[src/rtl/riscv_div_unit_if.sv]
// Start/done handshake bundle between the ALU (master) and the iterative divider (slave).
interface riscv_div_unit_if #(
   parameter int unsigned XLEN = 32
) ();
   logic            start;
   logic [2:0]      fun3;
   logic [XLEN-1:0] op_a;
   logic [XLEN-1:0] op_b;
   logic            busy;
   logic            done;
   logic [XLEN-1:0] result;

   modport master (
      output start, fun3, op_a, op_b,
      input  busy, done, result
   );

   modport slave (
      input  start, fun3, op_a, op_b,
      output busy, done, result
   );
endinterface

[src/rtl/riscv_div_unit.sv]
// Iterative radix-2 restoring divider for RV32M DIV/DIVU/REM/REMU.
// One quotient bit per CALC cycle; divide-by-zero and signed overflow finish in the accept cycle.
module riscv_div_unit #(
   parameter int unsigned XLEN = 32
) (
   input  logic            clk,
   input  logic            rst,
   riscv_div_unit_if.slave bus
);
   localparam int unsigned CntW = $clog2(XLEN) + 1;

   typedef enum logic [1:0] {StIdle, StCalc, StFix, StOut} state_e;

   state_e          r_state;
   logic            r_busy;
   logic            r_done;
   logic [XLEN-1:0] r_result;
   logic [XLEN-1:0] r_rem;
   logic [XLEN-1:0] r_quo;
   logic [XLEN-1:0] r_div;
   logic [CntW-1:0] r_cnt;
   logic            r_neg_q;
   logic            r_neg_r;
   logic            r_is_rem;

   logic            w_accept;
   logic            w_signed;
   logic            w_is_rem;
   logic            w_div_zero;
   logic            w_ovf;
   logic [XLEN-1:0] w_abs_a;
   logic [XLEN-1:0] w_abs_b;
   logic [XLEN-1:0] w_special;
   logic [XLEN:0]   w_shift;
   logic            w_ge;
   logic [XLEN-1:0] w_sub;
   logic [XLEN-1:0] w_quo_fix;
   logic [XLEN-1:0] w_rem_fix;

   always_comb begin
      w_accept   = bus.start && bus.fun3[2] && (r_state == StIdle || r_state == StOut);
      w_signed   = !bus.fun3[0];
      w_is_rem   = bus.fun3[1];
      w_div_zero = (bus.op_b == '0);
      w_ovf      = w_signed && (bus.op_a == {1'b1, {(XLEN-1){1'b0}}}) && (bus.op_b == '1);
      w_abs_a    = (w_signed && bus.op_a[XLEN-1]) ? -bus.op_a : bus.op_a;
      w_abs_b    = (w_signed && bus.op_b[XLEN-1]) ? -bus.op_b : bus.op_b;
      w_special  = w_div_zero ? (w_is_rem ? bus.op_a : '1) : (w_is_rem ? '0 : bus.op_a);
      // Partial remainder plus next dividend bit; compare is XLEN+1 bits wide.
      w_shift    = {r_rem, r_quo[XLEN-1]};
      w_ge       = (w_shift >= {1'b0, r_div});
      w_sub      = w_shift[XLEN-1:0] - r_div;
      w_quo_fix  = r_neg_q ? -r_quo : r_quo;
      w_rem_fix  = r_neg_r ? -r_rem : r_rem;
   end

   always_ff @(posedge clk) begin
      if (rst) begin
         r_state  <= StIdle;
         r_busy   <= 1'b0;
         r_done   <= 1'b0;
         r_result <= '0;
         r_rem    <= '0;
         r_quo    <= '0;
         r_div    <= '0;
         r_cnt    <= '0;
         r_neg_q  <= 1'b0;
         r_neg_r  <= 1'b0;
         r_is_rem <= 1'b0;
      end else begin
         case (r_state)
            StIdle, StOut: begin
               r_done  <= 1'b0;
               r_state <= StIdle;
               if (w_accept) begin
                  if (w_div_zero || w_ovf) begin
                     r_result <= w_special;
                     r_done   <= 1'b1;
                     r_state  <= StOut;
                  end else begin
                     r_rem    <= '0;
                     r_quo    <= w_abs_a;
                     r_div    <= w_abs_b;
                     r_cnt    <= CntW'(XLEN - 1);
                     r_neg_q  <= w_signed && (bus.op_a[XLEN-1] ^ bus.op_b[XLEN-1]);
                     r_neg_r  <= w_signed && bus.op_a[XLEN-1];
                     r_is_rem <= w_is_rem;
                     r_busy   <= 1'b1;
                     r_state  <= StCalc;
                  end
               end
            end
            StCalc: begin
               r_rem <= w_ge ? w_sub : w_shift[XLEN-1:0];
               r_quo <= {r_quo[XLEN-2:0], w_ge};
               r_cnt <= r_cnt - 1'b1;
               if (r_cnt == '0) begin
                  r_state <= StFix;
               end
            end
            StFix: begin
               r_result <= r_is_rem ? w_rem_fix : w_quo_fix;
               r_done   <= 1'b1;
               r_busy   <= 1'b0;
               r_state  <= StOut;
            end
            default: r_state <= StIdle;
         endcase
      end
   end

   assign bus.busy   = r_busy;
   assign bus.done   = r_done;
   assign bus.result = r_result;
endmodule

[src/flat_wrapper.sv]
// flat-port wrapper written by rule: the top's interface ports become plain ports
module riscv_div_unit_flat 
#(
   parameter int unsigned XLEN = 32
)
  (clk, rst, bus_start, bus_fun3, bus_op_a, bus_op_b, bus_busy, bus_done, bus_result);
  riscv_div_unit_if #(.XLEN(XLEN)) bus_i ();
  input  logic clk;
  input  logic rst;
  input wire logic [$bits(bus_i.start)-1:0] bus_start;
  input wire logic [$bits(bus_i.fun3)-1:0] bus_fun3;
  input wire logic [$bits(bus_i.op_a)-1:0] bus_op_a;
  input wire logic [$bits(bus_i.op_b)-1:0] bus_op_b;
  output wire logic [$bits(bus_i.busy)-1:0] bus_busy;
  output wire logic [$bits(bus_i.done)-1:0] bus_done;
  output wire logic [$bits(bus_i.result)-1:0] bus_result;
  assign bus_i.start = bus_start;
  assign bus_i.fun3 = bus_fun3;
  assign bus_i.op_a = bus_op_a;
  assign bus_i.op_b = bus_op_b;
  assign bus_busy = bus_i.busy;
  assign bus_done = bus_i.done;
  assign bus_result = bus_i.result;
  riscv_div_unit #(.XLEN(XLEN)) u_core (.clk(clk), .rst(rst), .bus(bus_i));
endmodule
[config.mk]
export PLATFORM = sky130hd
export DESIGN_NAME = riscv_div_unit_flat
export DESIGN_NICKNAME = d
export VERILOG_FILES = /design/src/rtl/riscv_div_unit_if.sv /design/src/rtl/riscv_div_unit.sv /design/src/flat_wrapper.sv
export SDC_FILE = /design/constraint.sdc
export NUM_CORES = 1
export LEC_CHECK = 0
export CAP_MARGIN = 30
export CORE_MARGIN = 2
export CORE_UTILIZATION = 35
export DETAILED_ROUTE_END_ITERATION = 7
export PLACE_DENSITY = 0.51
export SETUP_SLACK_MARGIN = 0.15
export SYNTH_ARGS = -nofsm -noshare
export SYNTH_HDL_FRONTEND = slang
export SYNTH_SLANG_ARGS = --single-unit
export TNS_END_PERCENT = 100
[constraint.sdc]
create_clock -name clk -period 6.7 [get_ports clk]
set_clock_uncertainty 0.05 [all_clocks]
set_input_delay 1.005 -clock clk [delete_from_list [all_inputs] [get_ports clk]]
set_output_delay 1.005 -clock clk [all_outputs]
set_load 0.03 [all_outputs]
==> flow_summary.yaml <==
clock_tree:
  clock_sinks: 141
  cts_hold_buf: 0
  cts_buffers: 17
  cts.path.max_buffers: 2
  clock_latency_ns: 0.44
  clk_pin_slew_ns: 0.07
  post_cts_buffers: 0
  cts_max_level: 4
  cts_resized: 0
  cts_root_buf: "clkbuf_16"
  cts_tree: "built"
route:
  routed_via_density: 5.591
  drc_errors: 0
  first_iter_violations: 844
  via_count: 10960
  ant_nets: 0
  drt_pass1_iterations: 8
  topRoutingLayerUsed: "met4"
  met1Wirelength_microns: 18320
  totalWireLength_microns: 39130
  wl_per_cell_microns: 19.97
  met2_length_microns: 18380
  route.met3.wl_microns: 1572
sta:
  period_share: 0.7026
  max_slew_margin: 0.3374
  final_max_slew_viol_count: 0
  fin_crit_ns: 4.708
  rsz0062_at_grt: "no"
  finalSetupViolCount: 0
  hold_viol: 0
  fin_ws_ns: 1.992
  max_freq_mhz: 212.4
  tightestPinTransition_ns: 0.9926
  fin_tns_setup_ns: 0
synthesis:
  syn_area_sq_um: 11130
  syn_area_per_cell_sq_um: 7.397
  synth.top_cells.by_area: "dfxtp_1 25%, xnor2_1 6.5%, nor2_1 6.0%, nand2_1 5.2%, xor2_1 4.8%"
  synth_seq_cells: 141
  synth-async-reset-ratio: 0
  synth_top_area_cell: "dfxtp_1"
  synth_cells: 1504
  ys.flop_type: "dfxtp_1"
  yosysWarnings: 0
  synth_edf_count: 0
  ys_types: 73
  seq_area_frac_synth: 0.2537
  synth_nets: 1617
  synth_top_area_frac: 0.2537
grt:
  grt_max_degree: 74
  antenna_found_initial: 0
  overflow: 0
  grt_pass1_wl_microns: 60820
  grt_pass1_vias: 10420
  track_usage: 0.2363
min_path:
  hold_class: "flip-flop to flip-flop"
power_and_ir_drop:
  power_density_nw_per_um2: 309.9
  worst_ir_drop_vdd_mv: 0.1862
  leakage_nw: 4.709
setup_path:
  startpoint_type: "input port"
  crit_chain: "clkdlybuf4s50_1 -> inv_1 -> ha_1 -> or3b_2 -> nor4b_2 -> nand3_1 -> o21bai_1 -> a22o_2 -> buf_4 -> o211ai_1 -> o22ai_1 -> a311oi_1"
  critPathArrivalTime_ns: 4.95
  end_kind: "flip-flop"
  crit_type: "input port to flip-flop"
  required_ns: 6.95
  critPathMaxFanout: 24
  crit_slowest_cell: "a22o_2"
  critPathMaxStageDelay_ns: 0.56
floorplan:
  pin_count: 104
  core_sq_um: 31390
  initial_core_util: 0.3544
  rows: 65
  die_w_microns: 182.3
  fp.dieArea_sq_um: 33230
  dieHeight_microns: 182.3
final_layout:
  fillers: 3281
  layout.nets: 1658
  final_common_cell: "nor2_1"
  areaGrowthSynthToFinish_pct: 16.96
  drive_gt1_frac: 0.05263
  layout_common_cells: "177 x nor2_1, 155 x nand2_1, 141 x dfxtp_1"
  diodes: 0
place:
  place_worst_setup_slack_ns: 1.608
  place.gp.congestion: 0.8895
  dp_hpwl_microns: 29480
  io_buffers: 103
status:
  outcome: "finished, final reports clean"
job:
  max_cap_viol_count: 0
[sequential cells by signal, indices dropped and copies added, names as in the netlist]
| register | count |
|---|---|
| u_core.r_quo | 32 |
| u_core.r_rem | 32 |
| u_core.bus.done | 1 |
| u_core.r_cnt | 6 |
| u_core.r_div | 32 |
| u_core.r_state | 2 |
| u_core.r_is_rem | 1 |
| u_core.r_neg_q | 1 |
| u_core.bus.busy | 1 |
| u_core.r_neg_r | 1 |
| u_core.bus.result | 32 |
[layout make-up]
class                   count  area [sq um]  area share
repair buffers            120          1176     0.09038
clock inverters            14         122.6    0.009423
well taps                 402         503.0     0.03865
clock buffers              18         429.2     0.03298
inverters                  72         270.3     0.02077
flip-flops and latches    141          2823      0.2169
multi-input cells        1193          7689      0.5909
[critical path: cells and delay by family]
kind	cells	cell delay [ns]
and+or+nand+nor	3	1.44
buffers and inverters	3	0.92
adders and majority gates	1	0.20
AOI/OAI and AO/OA	5	1.36
[path summary, 6_finish.rpt]
path	endpoint	slack, ns	from	cells past startpoint
setup / recovery	u_core.bus.result[18]	1.99	bus_op_a[0]	12
hold / removal	u_core.bus.result[23]	0.40	u_core.bus.result[23]	2
setup reg to reg	u_core.r_rem[26]	2.94	u_core.r_div[7]	11
hold reg to reg	u_core.bus.result[23]	0.40	u_core.bus.result[23]	2
[power by group]
group	internal [mW]	switching, mW
clock network	0.509	0.414
logic	0.740	1.16
registers	1.01	0.198
total	2.26	1.77
[cells in the mapped netlist (all sizes together) (4+ instances only)]
| library cell | instances |
|---|---|
| a211oi | 67 |
| a21boi | 6 |
| a21o | 18 |
| a21oi | 99 |
| a311oi | 12 |
| a31oi | 10 |
| a41oi | 4 |
| and2 | 6 |
| and3 | 8 |
| buf | 19 |
| clkbuf | 79 |
| dfxtp | 141 |
| ha | 42 |
| inv | 71 |
| maj3 | 20 |
| mux2i | 44 |
| nand2 | 155 |
| nand2b | 10 |
| nand3 | 25 |
| nand4 | 12 |
| nor2 | 180 |
| nor2b | 9 |
| nor3 | 39 |
| nor4 | 13 |
| nor4b | 4 |
| o211ai | 14 |
| o21ai | 105 |
| o221ai | 7 |
| o22ai | 7 |
| o311a | 4 |
| o31a | 5 |
| o31ai | 33 |
| o41ai | 17 |
| or2 | 8 |
| or3 | 21 |
| or4 | 13 |
| xnor2 | 83 |
| xor2 | 61 |
[metrics by stage]
stage / power (mW) / instance area (sq um) / util / hold slack (ns) / instances
global placement: 3.115 / 12430 / 0.3961 / 0.3896 / 1927
global route: 4.306 / 13010 / 0.4145 / 0.4261 / 1960
CTS: 4.057 / 13010 / 0.4145 / 0.4078 / 1960
finish: 4.032 / 13010 / 0.4145 / 0.4044 / 1960
detailed placement: 3.115 / 12460 / 0.3969 / 0.3963 / 1928
floorplan: 2.531 / 11130 / - / 0.4005 / 1504
[routing by layer]
layer	GRT usage	up-vias
met5	0	-
li1	-	5478
met4	0.06774	0
met2	0.3983	273
met1	0.3145	5164
met3	0.03313	44
[cell families after synthesis]
group,share of synthesized area
AOI/OAI and AO/OA,0.2569
xor gates and xnor gates,0.1134
adders and majority gates,0.06770
buffers and inverters,0.05915
DFF,0.2537
muxes,0.03959
and+or+nand+nor,0.2096
No activity file was read; power rests on OpenSTA's default activity.
